File: src/rtl/app_mul_pipe.sv
// Three-stage pipelined Mitchell logarithmic multiplier with valid/ready handshake,
// signed magnitude handling, error correction, exact bypass and unsigned saturation.
module app_mul_pipe #(
  parameter int               WIDTH     = 32,
  parameter logic [WIDTH-1:0] CORR_FRAC = WIDTH'(32'h0A00_0000),
  parameter int               TAG_WIDTH = 4
) (
  input  logic                   clk,
  input  logic                   reset_n,
  input  logic                   in_valid,
  output logic                   in_ready,
  input  logic [WIDTH-1:0]       in_a,
  input  logic [WIDTH-1:0]       in_b,
  input  logic [2:0]             in_mode,
  input  logic [TAG_WIDTH-1:0]   in_tag,
  output logic                   out_valid,
  input  logic                   out_ready,
  output logic [2*WIDTH-1:0]     out_product,
  output logic [TAG_WIDTH-1:0]   out_tag,
  output logic                   out_approx
);

  localparam int LW = $clog2(WIDTH);
  localparam int KW = $clog2(2*WIDTH+1);
  localparam int PW = 3*WIDTH+2;

  function automatic logic [LW-1:0] lod(input logic [WIDTH-1:0] v);
    lod = '0;
    for (int i = 0; i < WIDTH; i++)
      if (v[i]) lod = LW'(i);
  endfunction

  logic advance;
  assign advance  = !out_valid || out_ready;
  assign in_ready = advance;

  // stage 1: magnitude, zero detect, leading-one normalisation
  logic [WIDTH-1:0] mag_a, mag_b;
  logic [LW-1:0]    ka_c, kb_c;
  logic [WIDTH-2:0] fa_c, fb_c;

  assign mag_a = (in_mode[0] && in_a[WIDTH-1]) ? -in_a : in_a;
  assign mag_b = (in_mode[0] && in_b[WIDTH-1]) ? -in_b : in_b;
  assign ka_c  = lod(mag_a);
  assign kb_c  = lod(mag_b);
  assign fa_c  = (WIDTH-1)'(mag_a << (LW'(WIDTH-1) - ka_c));
  assign fb_c  = (WIDTH-1)'(mag_b << (LW'(WIDTH-1) - kb_c));

  logic                 s1_valid, s1_z, s1_neg, s1_exact, s1_signed, s1_corr_en;
  logic [WIDTH-1:0]     s1_mag_a, s1_mag_b;
  logic [LW-1:0]        s1_ka, s1_kb;
  logic [WIDTH-2:0]     s1_fa, s1_fb;
  logic [TAG_WIDTH-1:0] s1_tag;

  always_ff @(posedge clk or negedge reset_n) begin
    if (!reset_n) begin
      s1_valid   <= 1'b0;
      s1_z       <= 1'b0;
      s1_neg     <= 1'b0;
      s1_exact   <= 1'b0;
      s1_signed  <= 1'b0;
      s1_corr_en <= 1'b0;
      s1_mag_a   <= '0;
      s1_mag_b   <= '0;
      s1_ka      <= '0;
      s1_kb      <= '0;
      s1_fa      <= '0;
      s1_fb      <= '0;
      s1_tag     <= '0;
    end else if (advance) begin
      s1_valid   <= in_valid;
      s1_z       <= (mag_a == '0) || (mag_b == '0);
      s1_neg     <= in_mode[0] && (in_a[WIDTH-1] ^ in_b[WIDTH-1]);
      s1_exact   <= in_mode[2];
      s1_signed  <= in_mode[0];
      s1_corr_en <= in_mode[1];
      s1_mag_a   <= mag_a;
      s1_mag_b   <= mag_b;
      s1_ka      <= ka_c;
      s1_kb      <= kb_c;
      s1_fa      <= fa_c;
      s1_fb      <= fb_c;
      s1_tag     <= in_tag;
    end
  end

  // stage 2: log-domain add with optional correction, exact multiply
  logic [WIDTH-1:0]   s_sum, corr;
  logic               carry, m_ovf;
  logic [WIDTH:0]     m_sum, m_c;
  logic [KW-1:0]      k_c;
  logic [2*WIDTH-1:0] exact_c;

  assign s_sum   = {1'b0, s1_fa} + {1'b0, s1_fb};
  assign carry   = s_sum[WIDTH-1];
  assign corr    = !s1_corr_en ? '0 : (carry ? (CORR_FRAC >> 1) : CORR_FRAC);
  assign m_sum   = {2'b01, s_sum[WIDTH-2:0]} + {1'b0, corr};
  assign m_ovf   = m_sum[WIDTH];
  assign m_c     = m_ovf ? (m_sum >> 1) : m_sum;
  assign k_c     = KW'(s1_ka) + KW'(s1_kb) + KW'(carry) + KW'(m_ovf);
  assign exact_c = {{WIDTH{1'b0}}, s1_mag_a} * {{WIDTH{1'b0}}, s1_mag_b};

  logic                 s2_valid, s2_z, s2_neg, s2_exact, s2_signed;
  logic [WIDTH:0]       s2_m;
  logic [KW-1:0]        s2_k;
  logic [2*WIDTH-1:0]   s2_exact_prod;
  logic [TAG_WIDTH-1:0] s2_tag;

  always_ff @(posedge clk or negedge reset_n) begin
    if (!reset_n) begin
      s2_valid      <= 1'b0;
      s2_z          <= 1'b0;
      s2_neg        <= 1'b0;
      s2_exact      <= 1'b0;
      s2_signed     <= 1'b0;
      s2_m          <= '0;
      s2_k          <= '0;
      s2_exact_prod <= '0;
      s2_tag        <= '0;
    end else if (advance) begin
      s2_valid      <= s1_valid;
      s2_z          <= s1_z;
      s2_neg        <= s1_neg;
      s2_exact      <= s1_exact;
      s2_signed     <= s1_signed;
      s2_m          <= m_c;
      s2_k          <= k_c;
      s2_exact_prod <= exact_c;
      s2_tag        <= s1_tag;
    end
  end

  // stage 3: antilog shift, saturation, zero force, sign restore
  logic [PW-1:0]      wide, p_full;
  logic               sat;
  logic [2*WIDTH-1:0] p_apx, p_mag, p_out;

  assign wide   = PW'(s2_m) << s2_k;
  assign p_full = wide >> (WIDTH-1);
  assign sat    = !s2_signed && (|p_full[PW-1:2*WIDTH]);
  assign p_apx  = sat ? '1 : p_full[2*WIDTH-1:0];
  assign p_mag  = s2_z ? '0 : (s2_exact ? s2_exact_prod : p_apx);
  assign p_out  = s2_neg ? -p_mag : p_mag;

  always_ff @(posedge clk or negedge reset_n) begin
    if (!reset_n) begin
      out_valid   <= 1'b0;
      out_product <= '0;
      out_tag     <= '0;
      out_approx  <= 1'b0;
    end else if (advance) begin
      out_valid   <= s2_valid;
      out_product <= p_out;
      out_tag     <= s2_tag;
      out_approx  <= !s2_exact;
    end
  end

endmodule

File: config.mk
export PLATFORM = sky130hd
export DESIGN_NAME = app_mul_pipe
export DESIGN_NICKNAME = d
export VERILOG_FILES = /design/src/rtl/app_mul_pipe.sv
export SDC_FILE = /design/constraint.sdc
export NUM_CORES = 2
export LEC_CHECK = 0
export BUFFER_PORTS_ARGS = -buffer_cell sky130_fd_sc_hd__buf_2
export CAP_MARGIN = 20
export CORE_AREA = 2 2 380 382
export DETAILED_ROUTE_END_ITERATION = 16
export DIE_AREA = 0 0 382 384
export SETUP_SLACK_MARGIN = 0.2
export SLEW_MARGIN = 20
export SYNTH_ARGS = -nofsm -noshare
export SYNTH_HDL_FRONTEND = slang
export SYNTH_SLANG_ARGS = --single-unit
File: constraint.sdc
create_clock -name clk -period 8.9 [get_ports clk]
set_input_delay 0.445 -clock clk [delete_from_list [all_inputs] [get_ports clk]]
set_output_delay 0.445 -clock clk [all_outputs]
set_load 0.02 [all_outputs]
==> reports/metrics.cfg <==
[yosys]
avgSynthCellArea_um2 = 8.509
synth_cells = 6848
synth_nets = 8134
synth_edf_count = 0
ys_seq_area_share_pct = 14.09
synth_area_mm2 = 0.05827
ys_ff_latch = 328
ys.flop_type = dfrtp_1
synth_compound_area_share_pct = 13.45
ys_warn_count = 0
yosysTopAreaCell = fa_1
synth_top_area_share_pct = 30.92
synth-xor-area-share_pct = 3.472
async_reset_ff_share_pct = 100.0
synth_fa_ha_area_share_pct = 37.60
synth_area_leaders = fa_1 (31%), dfrtp_1 (14%), nand2_1 (6.9%)
ys_top_cells_by_count = nand2_1 (1072), inv_1 (1015), fa_1 (900)
synth_cell_type_count = 98
post-synth-top-count-cell = nand2_1
synthSimpleGateAreaFrac_pct = 17.43
synth_mux_area_share_pct = 4.563
synth_top_family_by_area = adder cells

[placed_design]
gp_routability_congestion = 0.9714
portBuffers = 145
dp_hpwl_um = 164600
preCtsSetupSlack_ns = 0.4496

[critical_path]
criticalPathCategory = flip-flop to flip-flop
critical-path-max-stage-delay_ns = 0.72
end_kind = flip-flop
required_ns = 9.35
r2r_slack_ns = 0.57
worstPathMaxFanout = 16
r2r_cells = 27
r2r_start = s1_mag_a[13]
cp-startpoint = s1_mag_a[13]
worstSetupStartpointType = flip-flop
cp_slowest_cell = dfrtp_1
cp_common_cell = fa_1
r2r-end = s2_exact_prod[49]
critPathArrivalTime_ns = 8.78

[die]
core_area_mm2 = 0.1428
start_util_pct = 40.81
num_rows = 139
ioPinCount = 146
die_h_um = 384
die-area_mm2 = 0.1467
die_width_um = 382

[sta]
fin_ws_ns = 0.5677
fin_setup_tns_ns = 0
rsz0062_at_grt = false
slew_headroom_pct = 13.72
fmax_mhz = 120.0
tightest_slew_ns = 1.262
fin_crit_sh_pct = 93.62
finalClockSkew_ns = 0.04323
hold_viol = 0
final-setup-viol-count = 0
final_max_slew_viol_count = 0
min_period_ns = 8.332

[cts]
path_clk_slew_ns = 0.06
numCtsBuffers = 40
clock_latency_ns = 0.63
cts_max_level = 2
cts_tree = built
clk_path_buf_depth = 3
clock-root-buffer = clkbuf_16
cts_sinks = 328

[routing]
drt_iter0_drc = 4008
drt_wl_total_um = 202500
ant_nets = 0
wl_per_cell_um = 23.15
via_per_inst = 5.642
drc = 0
vias = 49350
first_pass_iters = 8

[worst_hold_path]
holdPathEnd = s1_corr_en
whs_path_depth = 3
hp-class = input port to flip-flop
hp-start = in_mode[1]

[status]
status = complete, no violations

[grt]
grt_pass1_vias = 50440
overflow = 0
grt_max_degree = 177
grt_pass1_wl_um = 311300
antenna_found_initial = 17
grt_use_total_pct = 27.57

[job]
drv_cap = 0

[layout]
nNetsFinal = 8086
area_delta_synth_final_pct = 7.977
fillers = 14210
drive_above_1_share_pct = 8.375
final_util_pct = 44.06

==> kinds of logic after synthesis <==
| group | count (synthesis) |
|---|---|
| AOI/OAI and AO/OA | 1213 |
| buffers and inverters | 1446 |
| and+or+nand+nor | 2194 |
| DFF | 328 |
| xor gates and xnor gates | 231 |
| adders and majority gates | 1211 |
| muxes | 225 |
==> worst max path at each step <==
stage                                   end  slack [ns]  depth (start not counted)
after floorplan           s2_exact_prod[49]        1.39                         29
after global placement    s2_exact_prod[49]        0.56                         27
after detailed placement  s2_exact_prod[63]        0.45                         26
after CTS                 s2_exact_prod[63]        0.45                         26
after global routing      s2_exact_prod[58]        0.21                         26
final                     s2_exact_prod[49]        0.57                         27
==> per-layer routing <==
layer | GRT usage [%] | share of wire [%] | vias to the layer above
li1 | - | - | 22000
met1 | 36.95 | 42 | 24980
met2 | 44.65 | 46 | 1945
met3 | 3.998 | 7.0 | 419
met4 | 11.59 | 4.7 | 8
met5 | 0 | 0.026 | -
==> sequential cells by signal (all words and copies together) (netlist names), 4 cells and up <==
name	count
out_tag	4
s1_mag_a	32
s1_ka	5
s2_k	7
s2_tag	4
s1_mag_b	32
s1_fb	31
s1_kb	5
out_product	64
s2_m	32
s1_fa	31
s1_tag	4
s2_exact_prod	64
==> cell usage in the layout, fill, tap and decap left out, types with 44 or more instances in the layout <==
| cell type | n |
|---|---|
| buf_4 | 175 |
| ha_1 | 311 |
| nand2b_1 | 48 |
| mux2_2 | 60 |
| mux2i_1 | 137 |
| o21ai_0 | 276 |
| nand2_1 | 1072 |
| fa_1 | 900 |
| nand3_1 | 73 |
| nor3_1 | 62 |
| buf_2 | 144 |
| inv_1 | 1013 |
| a22oi_1 | 44 |
| o31ai_1 | 50 |
| nor2_1 | 347 |
| a21o_1 | 82 |
| a21oi_1 | 316 |
| xor2_1 | 95 |
| dfrtp_1 | 308 |
| xnor2_1 | 134 |
| and2_1 | 398 |
==> final cells by class <==
type                            instances  area [um^2]  share of cell area [%]
Sequential cell                       328         8233                   13.09
Clock buffer                           49         1095                   1.740
Multi-Input combinational cell       5074        44650                   70.96
Tap cell                             1903         2381                   3.784
Timing Repair Buffer                  335         2330                   3.703
Clock inverter                         23        359.1                  0.5707
Inverter                             1021         3840                   6.103
Antenna cell                           13        32.53                 0.05171
==> stage by stage <==
step                hold slack [ns]  instances  instance area (um^2)
floorplan                    0.1494       6848                 58270
global placement             0.4438       8659                 61380
detailed placement           0.4502       8659                 61380
CTS                        0.004277       8733                 62860
global route                0.03818       8742                 62910
finish                      0.03097       8746                 62920
==> what timing repair did <==
item | 4_1_cts | 5_1_grt
buffers inserted | 0 | 0
hold buffers | 2 | 0
endpoints found under the hold margin | 77 | 0
gates resized for setup | 0 | 19
endpoints found under the setup margin | 0 | 7
==> worst max-delay path: cells and delay by family (launching register included) <==
family,cells,cell delay [ns]
AND/OR/NAND/NOR,2,0.18
adder cells (fa/ha/maj),9,4.40
AO/OA/AOI/OAI,11,2.19
buffers and inverters,4,0.52
XOR/XNOR,1,0.16
flip-flops,1,0.72
Power is not shown: default switching activity piles up to over one toggle a cycle in this logic, so the estimate is an artifact.
